File: config.mk
export PLATFORM = sky130hd
export DESIGN_NAME = tmds_channel_encoder
export DESIGN_NICKNAME = d
export VERILOG_FILES = /design/src/rtl/tmds_channel_encoder.sv
export SDC_FILE = /design/constraint.sdc
export NUM_CORES = 1
export LEC_CHECK = 0
export ABC_AREA = 1
export CAP_MARGIN = 20
export CORE_ASPECT_RATIO = 0.5
export CORE_UTILIZATION = 55
export CTS_CLUSTER_SIZE = 30
export DETAILED_ROUTE_END_ITERATION = 16
export PLACE_DENSITY = 0.78
export SYNTH_ARGS = -nofsm -noshare
export SYNTH_HDL_FRONTEND = slang
export SYNTH_SLANG_ARGS = --single-unit
File: constraint.sdc
create_clock -name clk_i -period 5.35 [get_ports clk_i]
set_input_delay 0.535 -clock clk_i [delete_from_list [all_inputs] [get_ports clk_i]]
set_output_delay 0.535 -clock clk_i [all_outputs]
set_load 0.02 [all_outputs]
File: src/rtl/tmds_channel_encoder.sv
// Single-channel TMDS encoder: 8b/10b video with DC balance, control and guard codes, 2-clock latency.
// Optional TERC4 data-island mode is compiled in with `define TMDS_ENC_TERC4_EN.
module tmds_channel_encoder #(
   parameter int CHANNEL = 0
) (
   input  logic       clk_i,
   input  logic       rst_ni,
   input  logic [7:0] data_i,
   input  logic [1:0] ctrl_i,
   input  logic       de_i,
   input  logic       guard_i,
`ifdef TMDS_ENC_TERC4_EN
   input  logic       island_i,
   input  logic [3:0] aux_i,
`endif
   output logic [9:0] tmds_o
);

   // No handshake: one symbol is accepted and one produced every clock, fixed 2-clock latency.
   typedef enum logic [1:0] {
      MODE_CTRL,
      MODE_VIDEO,
      MODE_GUARD,
      MODE_ISLAND
   } mode_e;

   function automatic logic [3:0] popcount8(input logic [7:0] v);
      logic [3:0] n;
      n = 4'd0;
      for (int i = 0; i < 8; i++) n = n + {3'b000, v[i]};
      return n;
   endfunction

`ifdef TMDS_ENC_TERC4_EN
   function automatic logic [9:0] terc4_code(input logic [3:0] a);
      logic [9:0] c;
      case (a)
         4'h0: c = 10'h29C;
         4'h1: c = 10'h263;
         4'h2: c = 10'h2E4;
         4'h3: c = 10'h2E2;
         4'h4: c = 10'h171;
         4'h5: c = 10'h11E;
         4'h6: c = 10'h18E;
         4'h7: c = 10'h13C;
         4'h8: c = 10'h2CC;
         4'h9: c = 10'h139;
         4'hA: c = 10'h19C;
         4'hB: c = 10'h2C6;
         4'hC: c = 10'h28E;
         4'hD: c = 10'h271;
         4'hE: c = 10'h163;
         default: c = 10'h2C3;
      endcase
      return c;
   endfunction
`endif

   localparam logic [9:0] GUARD_CODE = (CHANNEL == 1) ? 10'h133 : 10'h2CC;

   // Stage 1: mode decode and transition minimisation
   logic [3:0] n1_in;
   logic       use_xnor;
   logic [8:0] q_m_d;
   mode_e      mode_d;

   always_comb begin
      n1_in    = popcount8(data_i);
      use_xnor = (n1_in > 4'd4) || ((n1_in == 4'd4) && !data_i[0]);
      q_m_d    = '0;
      q_m_d[0] = data_i[0];
      for (int i = 1; i < 8; i++)
         q_m_d[i] = use_xnor ? ~(q_m_d[i-1] ^ data_i[i]) : (q_m_d[i-1] ^ data_i[i]);
      q_m_d[8] = ~use_xnor;

      mode_d = MODE_CTRL;
`ifdef TMDS_ENC_TERC4_EN
      if (island_i) mode_d = MODE_ISLAND;
`endif
      if (guard_i) mode_d = MODE_GUARD;
      if (de_i)    mode_d = MODE_VIDEO;
   end

   mode_e      mode_q;
   logic [1:0] ctrl_q;
   logic [8:0] q_m_q;
`ifdef TMDS_ENC_TERC4_EN
   logic [3:0] aux_q;
`endif

   always_ff @(posedge clk_i or negedge rst_ni) begin
      if (!rst_ni) begin
         mode_q <= MODE_CTRL;
         ctrl_q <= 2'b00;
         q_m_q  <= '0;
`ifdef TMDS_ENC_TERC4_EN
         aux_q  <= '0;
`endif
      end else begin
         mode_q <= mode_d;
         ctrl_q <= ctrl_i;
         q_m_q  <= q_m_d;
`ifdef TMDS_ENC_TERC4_EN
         aux_q  <= aux_i;
`endif
      end
   end

   // Stage 2: DC balance; disp = n1 - n0 of q_m[7:0], range -8..+8
   logic signed [4:0] cnt_q;
   logic signed [4:0] cnt_d;
   logic signed [4:0] disp;
   logic signed [5:0] disp_wide;
   logic signed [4:0] bias_one;
   logic signed [4:0] bias_zero;
   logic [9:0]        tmds_d;

   always_comb begin
      disp_wide = $signed({1'b0, popcount8(q_m_q[7:0]), 1'b0}) - 6'sd8;
      disp      = disp_wide[4:0];
      bias_one  = q_m_q[8] ? 5'sd2 : 5'sd0;
      bias_zero = q_m_q[8] ? 5'sd0 : 5'sd2;
      tmds_d    = 10'h354;
      cnt_d     = 5'sd0;
      case (mode_q)
         MODE_VIDEO: begin
            if ((cnt_q == 5'sd0) || (disp == 5'sd0)) begin
               tmds_d = {~q_m_q[8], q_m_q[8], q_m_q[8] ? q_m_q[7:0] : ~q_m_q[7:0]};
               cnt_d  = q_m_q[8] ? (cnt_q + disp) : (cnt_q - disp);
            end else if ((cnt_q > 5'sd0 && disp > 5'sd0) || (cnt_q < 5'sd0 && disp < 5'sd0)) begin
               tmds_d = {1'b1, q_m_q[8], ~q_m_q[7:0]};
               cnt_d  = cnt_q + bias_one - disp;
            end else begin
               tmds_d = {1'b0, q_m_q[8], q_m_q[7:0]};
               cnt_d  = cnt_q - bias_zero + disp;
            end
         end
         MODE_GUARD: tmds_d = GUARD_CODE;
`ifdef TMDS_ENC_TERC4_EN
         MODE_ISLAND: tmds_d = terc4_code(aux_q);
`endif
         default: begin
            case (ctrl_q)
               2'b00:   tmds_d = 10'h354;
               2'b01:   tmds_d = 10'h0AB;
               2'b10:   tmds_d = 10'h154;
               default: tmds_d = 10'h2AB;
            endcase
         end
      endcase
   end

   always_ff @(posedge clk_i or negedge rst_ni) begin
      if (!rst_ni) begin
         tmds_o <= 10'h354;
         cnt_q  <= 5'sd0;
      end else begin
         tmds_o <= tmds_d;
         cnt_q  <= cnt_d;
      end
   end

endmodule

==> run metrics <==
nets=372; synth-to-layout area growth=15.4%; Distinct cells, synth=22; Sum Neg Setup Slack=0 ns; Hold/Removal Path Class=flop to flop; Initial Utilization=0.583; max-slew violations=0; biggest cell delay along the critical path=0.54 ns; fin area=0.00267 mm^2; Die Y=47.8 um; CP required=5.52 ns; Initial DRC Count=73; Hold Path Depth=3; hold_buf cts=0; outcome=complete, no violations; CTS Root Buffer Type=clkbuf_8; Yosys reg bits=27; buffer and inverter count on the worst path=5; crit path DAT=4.56 ns; CP endpoint kind=flop; largest net degree at the start of global routing=28; CP top delay family=adder cells; worst-margin pin slew=0.409 ns; HPWL after detailed placement=3.89 mm; startpoint types=flop; placer congestion estimate=0.826; Reg2Reg Depth=22; Post CTS Setup Buffer Count=0; count leader, synth=nand2_1; clk slew on worst S/H paths=0.10 ns; area of the core=0.00396 mm^2; DRC viols=0; RSZ-0062 raised after global routing=false; Final Skew=0.00419 ns; Crit. path cell count=22; gr usage total=0.225; Post-Route WL=4.67 mm; Fin. Hold Viols=0; CTS tree=yes; Routed WL per cell=12.6 um; Post-DRT Antenna Nets=0; Clock Path Buffers=2; cts bufs inserted=3; Setup CP Type=flop to flop; Post-Syn Area=0.00231 mm^2; Clock Latency Late Sink=0.28 ns; initial antenna violation count=0; placed cell areas=0.00262 mm^2; maxcap violations=0; via count=1888; Top FF cell, synth=dfrtp_1; Synth top area share=0.238; PortBufs=23; number of setup violations in the final report=0; Mapped Nets=343; die width=93.6 um; first-pass GRT wire length=7.51 mm; CTS sink cnt=27; drt first pass iters=4; top cells by area, synth=dfrtp_1 24%, ha_1 15%, nand2_1 12%; post-route minimum period=4.39 ns; fin crit share=0.820; row count=16; syn_area_per_cell=7.99 um^2; share of layout cells above drive strength 1=0.0726; # IOs=24; crit path cell chain=fa_1 > inv_1 > fa_1 > fa_1 > inv_1 > ha_1 > inv_1 > fa_1 > inv_1 > nand2_1 > and2_1 > ha_1 > inv_1 > ha_1 > a21oi_1 > nand2_1 > nand2_1 > nand3_1 > nand2_1 > nand2_1 > nand2_1 > nor2_1; FILL cells=325; Synth async-reset ratio=1.00; die area=0.00448 mm^2; Synth top cells by count=75 x nand2_1, 64 x inv_1, 28 x nand3_1; sequential share of the synthesized area=0.295; fmax=228 MHz; Avg Vias per Cell=5.09; crit-path most repeated cell=nand2_1; Worst slew margin=0.727; Overflow after GRT=0; post-CTS sizing=0; vias in the first global route=1747; Synth area leader=dfrtp_1; CP max FO=4; Ant. Diodes=0; yosys warns=0; Worst path slowest cell=fa_1; Post-synth EDFFs=0; H-Tree Depth=1; synthesized instance count=289
==> worst paths after layout <==
path                           from         to  slack [ns]
min reg2reg                q_m_q[6]  tmds_o[6]        0.53
max                        q_m_q[0]   cnt_q[4]        0.96
max in group asynchronous    rst_ni  tmds_o[9]        4.42
max reg2reg                q_m_q[0]   cnt_q[4]        0.96
min in group asynchronous    rst_ni  mode_q[1]        0.62
min                        q_m_q[6]  tmds_o[6]        0.53
==> cell type report <==
class                   count  area, um^2  area share
well taps                  54        67.6      0.0254
multi-input cells         193        1370       0.514
inverters                  69         259      0.0972
repair buffers             24         238      0.0892
flip-flops and latches     27         682       0.256
clock inverters             1        8.76     0.00329
clock buffers               3        41.3      0.0155
==> state kept, by name (all words and copies together), names as in the netlist <==
name,count
tmds_o,10
ctrl_q,2
cnt_q,4
mode_q,2
q_m_q,9
==> through the flow <==
stage	setup slack [ns]	util	hold slack, ns	std cells
after floorplan	1.31	-	0.239	289
after global placement	1.08	0.660	0.505	367
after detailed placement	1.01	0.660	0.518	367
after CTS	0.995	0.672	0.534	371
after global routing	0.669	0.672	0.589	371
final	0.964	0.672	0.534	371
==> cells by family after synthesis <==
| family | Yosys count | synth area share |
|---|---|---|
| DFF | 27 | 0.295 |
| AOI/OAI and AO/OA | 17 | 0.0498 |
| xor gates and xnor gates | 13 | 0.0493 |
| buffers and inverters | 69 | 0.112 |
| and+or+nand+nor | 123 | 0.235 |
| adders and majority gates | 40 | 0.259 |
==> worst register-to-register path: stages, from the launching register on <==
cell and delay [ns]:
dfrtp_1 0.42, fa_1 0.54, inv_1 0.05, fa_1 0.49, fa_1 0.41, inv_1 0.06, ha_1 0.15, inv_1 0.06
fa_1 0.38, inv_1 0.07, nand2_1 0.05, and2_1 0.19, ha_1 0.30, inv_1 0.07, ha_1 0.34, a21oi_1 0.21
nand2_1 0.09, nand2_1 0.08, nand3_1 0.07, nand2_1 0.08, nand2_1 0.06, nand2_1 0.07, nor2_1 0.05
==> cells in the final DEF, fill, tap and decap left out <==
cell type / instances
o21ai_0: 5
clkdlybuf4s50_1: 23
nor2_1: 9
o21ai_4: 2
dfrtp_1: 22
nand2_4: 1
nand2_2: 3
inv_6: 1
fa_1: 13
o211ai_1: 3
inv_2: 5
nor2_2: 1
buf_4: 1
inv_1: 64
a21oi_1: 7
nand3_1: 28
ha_1: 27
nor3_1: 1
nand3_4: 1
xnor2_1: 5
nand2_1: 75
clkbuf_8: 3
and2_1: 2
nand3b_1: 2
dfstp_2: 5
xor2_1: 8
==> layer usage <==
layer / GRT usage / vias to the layer above / part of all wire
met1: 0.270 / 899 / 0.43
met3: 0.0302 / 8 / 0.046
met4: 0.0462 / 0 / 0.0094
li1: - / 927 / -
met5: 0 / - / 0
met2: 0.456 / 54 / 0.52
Power is not shown: default switching activity piles up to over one toggle a cycle in this logic, so the estimate is an artifact.
